<file path="src/rtl/unified_mem_arbiter.sv">
// Shares one single-port SRAM between fetch and data ports; grant is combinational, read data returns 1 cycle after grant.
// Backpressure: a losing or flushed requester sees ready=0 and holds its request; a starvation limiter guarantees fetch progress.
module unified_mem_arbiter #(
    parameter int DATA_WIDTH   = 32,
    parameter int ADDRESS_BITS = 20,
    parameter int STARVE_LIMIT = 4
) (
    input  logic                      clock,
    input  logic                      reset,
    input  logic                      i_req,
    input  logic [ADDRESS_BITS-1:0]   i_addr,
    output logic                      i_ready,
    output logic                      i_valid,
    output logic [DATA_WIDTH-1:0]     i_rdata,
    input  logic                      flush,
    input  logic                      d_req,
    input  logic                      d_we,
    input  logic [ADDRESS_BITS-1:0]   d_addr,
    input  logic [DATA_WIDTH-1:0]     d_wdata,
    input  logic [DATA_WIDTH/8-1:0]   d_byte_en,
    output logic                      d_ready,
    output logic                      d_valid,
    output logic [DATA_WIDTH-1:0]     d_rdata,
    output logic                      m_en,
    output logic                      m_we,
    output logic [ADDRESS_BITS-1:0]   m_addr,
    output logic [DATA_WIDTH-1:0]     m_wdata,
    output logic [DATA_WIDTH/8-1:0]   m_byte_en,
    input  logic [DATA_WIDTH-1:0]     m_rdata,
    output logic [31:0]               conflict_cycles
);

    localparam int         BE_W      = DATA_WIDTH / 8;
    localparam logic [3:0] STARVE_LIM = 4'(STARVE_LIMIT);

    typedef enum logic [1:0] {OWN_NONE, OWN_INST, OWN_DATA} owner_t;

    typedef struct packed {
        logic                    en;
        logic                    we;
        logic [ADDRESS_BITS-1:0] addr;
        logic [DATA_WIDTH-1:0]   wdata;
        logic [BE_W-1:0]         byte_en;
    } mreq_t;

    owner_t     owner_q, owner_d;
    logic [3:0] starve_q;
    logic       fetch_win, data_win;
    mreq_t      mreq;

    // Gating by reset keeps every grant and the SRAM enable low while reset is held.
    always_comb begin
        fetch_win = reset && i_req && !flush && (!d_req || (starve_q >= STARVE_LIM));
        data_win  = reset && d_req && !fetch_win;
    end

    assign i_ready = fetch_win;
    assign d_ready = data_win;

    always_comb begin
        mreq    = '0;
        owner_d = OWN_NONE;
        if (fetch_win) begin
            mreq.en      = 1'b1;
            mreq.addr    = i_addr;
            mreq.byte_en = '1;
            owner_d      = OWN_INST;
        end else if (data_win) begin
            mreq.en      = 1'b1;
            mreq.we      = d_we;
            mreq.addr    = d_addr;
            mreq.wdata   = d_wdata;
            mreq.byte_en = d_byte_en;
            owner_d      = OWN_DATA;
        end
    end

    assign m_en      = mreq.en;
    assign m_we      = mreq.we;
    assign m_addr    = mreq.addr;
    assign m_wdata   = mreq.wdata;
    assign m_byte_en = mreq.byte_en;

    always_ff @(posedge clock or negedge reset) begin
        if (!reset) owner_q <= OWN_NONE;
        else        owner_q <= owner_d;
    end

    // Flush freezes the counter, even over the clear that i_req=0 would otherwise cause.
    always_ff @(posedge clock or negedge reset) begin
        if (!reset)                     starve_q <= 4'd0;
        else if (flush)                 starve_q <= starve_q;
        else if (!i_req || fetch_win)   starve_q <= 4'd0;
        else if (starve_q != 4'hF)      starve_q <= starve_q + 4'd1;
    end

    always_ff @(posedge clock or negedge reset) begin
        if (!reset)
            conflict_cycles <= '0;
        else if (i_req && d_req && (conflict_cycles != 32'hFFFF_FFFF))
            conflict_cycles <= conflict_cycles + 32'd1;
    end

    assign i_valid = (owner_q == OWN_INST) && !flush;
    assign i_rdata = m_rdata;
    assign d_valid = (owner_q == OWN_DATA);
    assign d_rdata = m_rdata;

endmodule

</file>
<file path="config.mk">
export PLATFORM = sky130hd
export DESIGN_NAME = unified_mem_arbiter
export DESIGN_NICKNAME = d
export VERILOG_FILES = /design/src/rtl/unified_mem_arbiter.sv
export SDC_FILE = /design/constraint.sdc
export NUM_CORES = 1
export LEC_CHECK = 0
export CAP_MARGIN = 25
export CORE_AREA = 5 5 108 110
export CTS_BUF_LIST = sky130_fd_sc_hd__clkbuf_8
export CTS_CLUSTER_DIAMETER = 50
export DETAILED_ROUTE_END_ITERATION = 6
export DIE_AREA = 0 0 113 115
export PLACE_DENSITY = 0.8
export SKIP_LAST_GASP = 1
export SLEW_MARGIN = 20
export SYNTH_ARGS = -nofsm -noshare
export SYNTH_HDL_FRONTEND = slang
export SYNTH_SLANG_ARGS = --single-unit
</file>
<file path="constraint.sdc">
create_clock -name clock -period 1.8 [get_ports clock]
set_clock_uncertainty 0.1 [all_clocks]
set_input_delay 0.27 -clock clock [delete_from_list [all_inputs] [get_ports clock]]
set_output_delay 0.27 -clock clock [all_outputs]
set_load 0.05 [all_outputs]
</file>
-- After elaboration in Yosys (flattened, before gate mapping)
Index checks and enable logic that the tools add are counted.
- register bits: 38
- input bits: 114
- output and inout bits: 158
- add/sub/neg operators: 2
- magnitude comparators: 1
- equal/unequal tests: 4
- muxes and demuxes: 10
- bitwise gates (word level): 1
- reductions and logical operators: 16
- operators by type and width (cell ; number):
    58-bit 2-to-1 mux ; 1
    32-bit by 1-bit adder with 32-bit output, second input constant ; 1
    32-bit 2-to-1 mux ; 1
    32-bit inequality test, second input constant ; 1
    20-bit 2-to-1 mux ; 1
    4-bit 2-to-1 mux ; 3
    1-bit logical AND ; 8
    4-bit by 1-bit adder with 4-bit output, second input constant ; 1
    4-bit by 3-bit >= comparator with 1-bit output, second input constant ; 1
    1-bit logical NOT ; 4
    2-bit 2-to-1 mux ; 2
    4-bit inequality test, second input constant ; 1
    2-bit by 1-bit equality test with 1-bit output, second input constant ; 1
    2-bit equality test, second input constant ; 1
    1-bit logical OR ; 2
    1-bit 2-to-1 mux ; 2
    2-bit AND reduction ; 1
    2-bit nonzero test ; 1
    1-bit NOT ; 1

-- Longest topological paths before layout
- depth after elaboration: 7
- gate-level depth with buffers: 6
- gate-level depth less buffers: 6

-- Worst setup path after synthesis
No wires, ideal clock.
- kind: flip-flop to output port
- start: register starve_q[3]
- end: output port m_addr[11]
- arrival time: 2165 ps
- required time: 1430 ps
- setup slack: -735 ps
- stages on the path, launching flop included: 7
- buffers on the path: 1
- cells stage by stage: dfrtp_1 -> nor2_1 -> a211o_1 -> inv_1 -> clkbuf_1 -> nand2_1 -> o21ai_0
- longest elaborated chain between the ends: 7
- RTL lines (item ; line ; text):
    start: declaration ; 47 ; logic [3:0] starve_q;
    start signal: assignment ; 92 ; else if (flush) starve_q <= starve_q;
    start signal: assignment ; 94 ; else if (starve_q != 4'hF) starve_q <= starve_q + 4'd1;
    4-bit by 3-bit >= comparator with 1-bit output (*) ; 53 ; fetch_win = reset && i_req && !flush && (!d_req || (starve_q >= STARVE_LIM));
    1-bit logical OR (*) ; 53 ;
    1-bit logical AND (*) ; 53 ;
    net i_ready ; 12 ; output logic i_ready,
    1-bit logical NOT ; 54 ; data_win = reset && d_req && !fetch_win;
    1-bit logical AND ; 54 ;
    58-bit 2-to-1 mux ; 68 ; end else if (data_win) begin
    20-bit 2-to-1 mux (*) ; 63 ; if (fetch_win) begin
    end: declaration ; 26 ; output logic [ADDRESS_BITS-1:0] m_addr,
Mark *: on every way through the listed nets, which the timed path passes. The rest lies on a longest branch.

-- Final worst setup path
- start: register starve_q[3]
- end: output port m_wdata[1]
- longest elaborated chain between the ends: 7
- RTL lines (item ; line ; text):
    4-bit by 3-bit >= comparator with 1-bit output (*) ; 53 ;
    1-bit logical OR (*) ; 53 ;
    1-bit logical AND (*) ; 53 ;
    1-bit logical NOT ; 54 ;
    1-bit logical AND ; 54 ;
    58-bit 2-to-1 mux ; 68 ;
    32-bit 2-to-1 mux (*) ; 63 ;
    end: declaration ; 27 ; output logic [DATA_WIDTH-1:0] m_wdata,
Every way passes the cells marked *; elsewhere a longest branch is shown, timed or not.

==> flow_summary.json <==
{
  "critPathLaunchType": "flip-flop",
  "crit_path_start": "starve_q[3]$_DFFE_PN0P_",
  "timing.critical_path.slowest_stage_cell": "dfrtp_1",
  "worstSkewPairLatency_ns": 0.29,
  "cts.clk_slew.worst_paths_ns": 0.08,
  "synth_cell_type_count": 38,
  "crit_chain": "nor2_1, a211o_1, buf_4, clkbuf_16, and3_4, buf_12",
  "yosysWarnings": 0,
  "grt.total_usage_pct": 18.65,
  "synth_top_area_share_pct": 32.86,
  "core.rowCount": 38,
  "fin_nets": 651,
  "route.final.wire_length_mm": 13.02,
  "die-area_mm2": 0.01300,
  "fp.coreArea_mm2": 0.01060,
  "worst-endpoint-required_ns": 1.43,
  "synth_top_family_by_area": "simple AND/OR/NAND/NOR gates",
  "unrepaired_setup_endpoints_after_global_routing": "yes",
  "critical_path_peak_fanout": 18,
  "synth_mux_area_share_pct": 1.167,
  "post_layout_instance_count_excluding_filler_cells": 676,
  "gp_congestion": 0.8060,
  "p_leak_nw": 2.792,
  "floorplan.initialDensity_pct": 27.30,
  "post-route-drc-count": 0,
  "grt_max_degree": 39,
  "maxClockFrequency_ghz": 0.4669,
  "timing.rr.start": "conflict_cycles[0]$_DFFE_PN0P_",
  "htree_num_levels": 2,
  "adder_cell_fraction_of_synth_area_pct": 0.8647,
  "grt_pass1_wl_mm": 18.69,
  "port_buffers": 175,
  "post_synth.cell_area_avg_um2": 8.292,
  "cp_top_family": "buffers and inverters",
  "dpl.cell_count": 647,
  "dieWidth_um": 113,
  "crit_type": "flip-flop to output port",
  "floorplan.io_pins": 272,
  "first_pass_iters": 5,
  "mappedNetlistNets": 465,
  "syn_area_mm2": 0.002894,
  "cts_buffers": 5,
  "drt-wirelength-per-cell_um": 19.26,
  "insertedDiodeCount": 0,
  "ff2ff_setup_slack_ns": 0,
  "ir_worst_vdd_mv": 0.5761,
  "crit_path_end_kind": "output port",
  "cts-root-to-sink-buffers": 2,
  "tritoncts": "done",
  "clockRootBuffer": "clkbuf_8",
  "synth_simple_gate_area_share_pct": 30.13,
  "critical_path_arrival_ns": 1.77,
  "viasPerCell": 4.741,
  "area.growth.synth_to_final_pct": 122.4,
  "final_min_period_over_clock_period_pct": 119.0,
  "synth_xor_area_share_pct": 8.776,
  "layout_commonest_cell": "buf_4",
  "netlist_instances": 349,
  "post_cts_hold_buffer_count": 0,
  "drt_iter0_markers": 103,
  "cts_sinks": 38,
  "ys_seq_elements": 38,
  "worstMarginPinSlew_ns": 0.4872,
  "fillerInstances": 803,
  "synth.largest_area_cell": "dfrtp_1",
  "fin_ws_ns": -0.3419,
  "finalInstanceArea_mm2": 0.006435,
  "violations": "setup timing",
  "layout-drive-gt1-share_pct": 59.51,
  "number_of_buffers_and_inverters_on_the_critical_path": 3,
  "slew_headroom_pct": 67.52,
  "hpwl_mm": 10.41,
  "status": "finished with violations",
  "timing.max_cap.violations": 0,
  "globalRoute.totalOverflow": 0,
  "grt_antenna_before_repair": 0,
  "timing.final.setup_violations": 60,
  "synth.area.top_cells": "dfrtp_1 33%, buf_4 17%, and3_1 9.1%",
  "first_global_vias": 3351,
  "synth-compound-area-share_pct": 7.393,
  "final_max_slew_viol_count": 0,
  "die_height_um": 115,
  "cp_max_stage_delay_ns": 0.36,
  "synth_sequential_area_ratio_pct": 32.86,
  "most-common-layout-cells": "92 x buf_4, 78 x clkdlybuf4s50_1, 69 x buf_12",
  "antenna_left": 0,
  "route.vias.total": 3205,
  "final_period_minus_worst_setup_slack_ns": 2.142,
  "worst_min_path_class": "primary input to async pin",
  "placed_instance_area_mm2": 0.005741,
  "powerDensity_mw_per_mm2": 534.8,
  "hold_viol": 0
}
-- cells in the mapped netlist --
| cell | number |
|---|---|
| clkbuf_1 | 14 |
| nand4_2 | 1 |
| or3_4 | 1 |
| and2_1 | 2 |
| nor4_2 | 1 |
| nand3_2 | 3 |
| a311oi_2 | 1 |
| mux2_1 | 1 |
| xnor2_1 | 25 |
| o2111ai_1 | 2 |
| o21a_1 | 1 |
| nor3_1 | 3 |
| a31oi_1 | 1 |
| dfrtp_1 | 38 |
| nor4_4 | 2 |
| a211o_1 | 1 |
| nor3b_1 | 1 |
| a311o_2 | 1 |
| nand3b_1 | 1 |
| buf_4 | 64 |
| mux2_2 | 2 |
| o21ai_0 | 22 |
| inv_1 | 3 |
| ha_1 | 2 |
| nor2_1 | 9 |
| nand2_1 | 62 |
| nand2b_1 | 1 |
| nor2_2 | 1 |
| a21oi_1 | 4 |
| nand4b_1 | 1 |
| and4_1 | 2 |
| xor2_1 | 4 |
| a41oi_1 | 2 |
| and3_1 | 42 |
| nand4_1 | 7 |
| nand3_1 | 18 |
| nor2b_1 | 2 |
| nor4_1 | 1 |
-- state kept, by name, indices dropped and copies added (netlist names) --
register         cells
conflict_cycles     32
owner_q              2
starve_q             4
-- worst min-delay path, cell delays in order --
cell and delay [ns]:
buf_2 0.10, buf_4 0.11, buf_4 0.42
-- stage by stage --
stage / total power, mW / worst slack (ns) / hold WS (ns) / setup TNS (ns) / util, %
detailed placement: 2.754 / -0.4030 / 0.3741 / -26.07 / 54.14
finish: 3.441 / -0.3419 / 0.05746 / -17.53 / 60.69
global placement: 2.714 / -0.3790 / 0.3800 / -24.04 / 54.14
CTS: 3.456 / -0.3468 / 0.06654 / -18.49 / 58.53
global route: 3.582 / -0.4084 / 0.1024 / -22.11 / 60.69
floorplan: 2.290 / -0.1863 / -0.1256 / -1.897 / -
-- routing by layer --
| metal | routed length [um] | GRT usage [%] | up-vias |
|---|---|---|---|
| met5 | 0 | 0 | - |
| met4 | 378 | 6.170 | 0 |
| met3 | 1124 | 7.000 | 18 |
| met2 | 7201 | 36.73 | 151 |
| met1 | 4316 | 17.67 | 1530 |
| li1 | - | - | 1506 |
-- power breakdown --
group	leakage (nW)	internal, mW	switching [mW]
registers	0.466	0.952	0.122
clock network	0.0524	0.304	0.300
logic	2.27	0.850	0.914
-- worst paths after layout --
| check | end | depth (start not counted) |
|---|---|---|
| max | m_wdata[1] | 6 |
| min | owner_q[0]$_DFF_PN0_ | 3 |
| max reg2reg | conflict_cycles[13]$_DFFE_PN0P_ | 8 |
| min reg2reg | conflict_cycles[26]$_DFFE_PN0P_ | 1 |
| max in group asynchronous | conflict_cycles[2]$_DFFE_PN0P_ | 3 |
| min in group clock | conflict_cycles[26]$_DFFE_PN0P_ | 1 |
-- timing repair --
action | 4_1_cts | 5_1_grt
pin swaps | 20 | 19
buffers inserted | 10 | 7
setup endpoints to repair | 66 | 87
cloned | 3 | 1
gates resized for setup | 45 | 30
-- layout make-up --
cell class	instances	area (um^2)	area share [%]
multi-input cells	230	2043	31.75
well taps	140	175.2	2.722
inverters	3	13.76	0.2139
repair buffers	257	3118	48.45
flip-flops and latches	38	993.5	15.44
clock buffers	6	82.58	1.283
clock inverters	2	8.758	0.1361
-- cells by family (layout without fill, tap and decap cells) --
kind of cell / Yosys count / after routing
AO/OA/AOI/OAI: 35 / 35
XOR/XNOR: 29 / 29
adder cells (fa/ha/maj): 2 / 2
buffers and inverters: 81 / 268
flip-flops: 38 / 38
multiplexers: 3 / 3
AND/OR/NAND/NOR: 161 / 161
No activity file was read; power rests on OpenSTA's default activity.
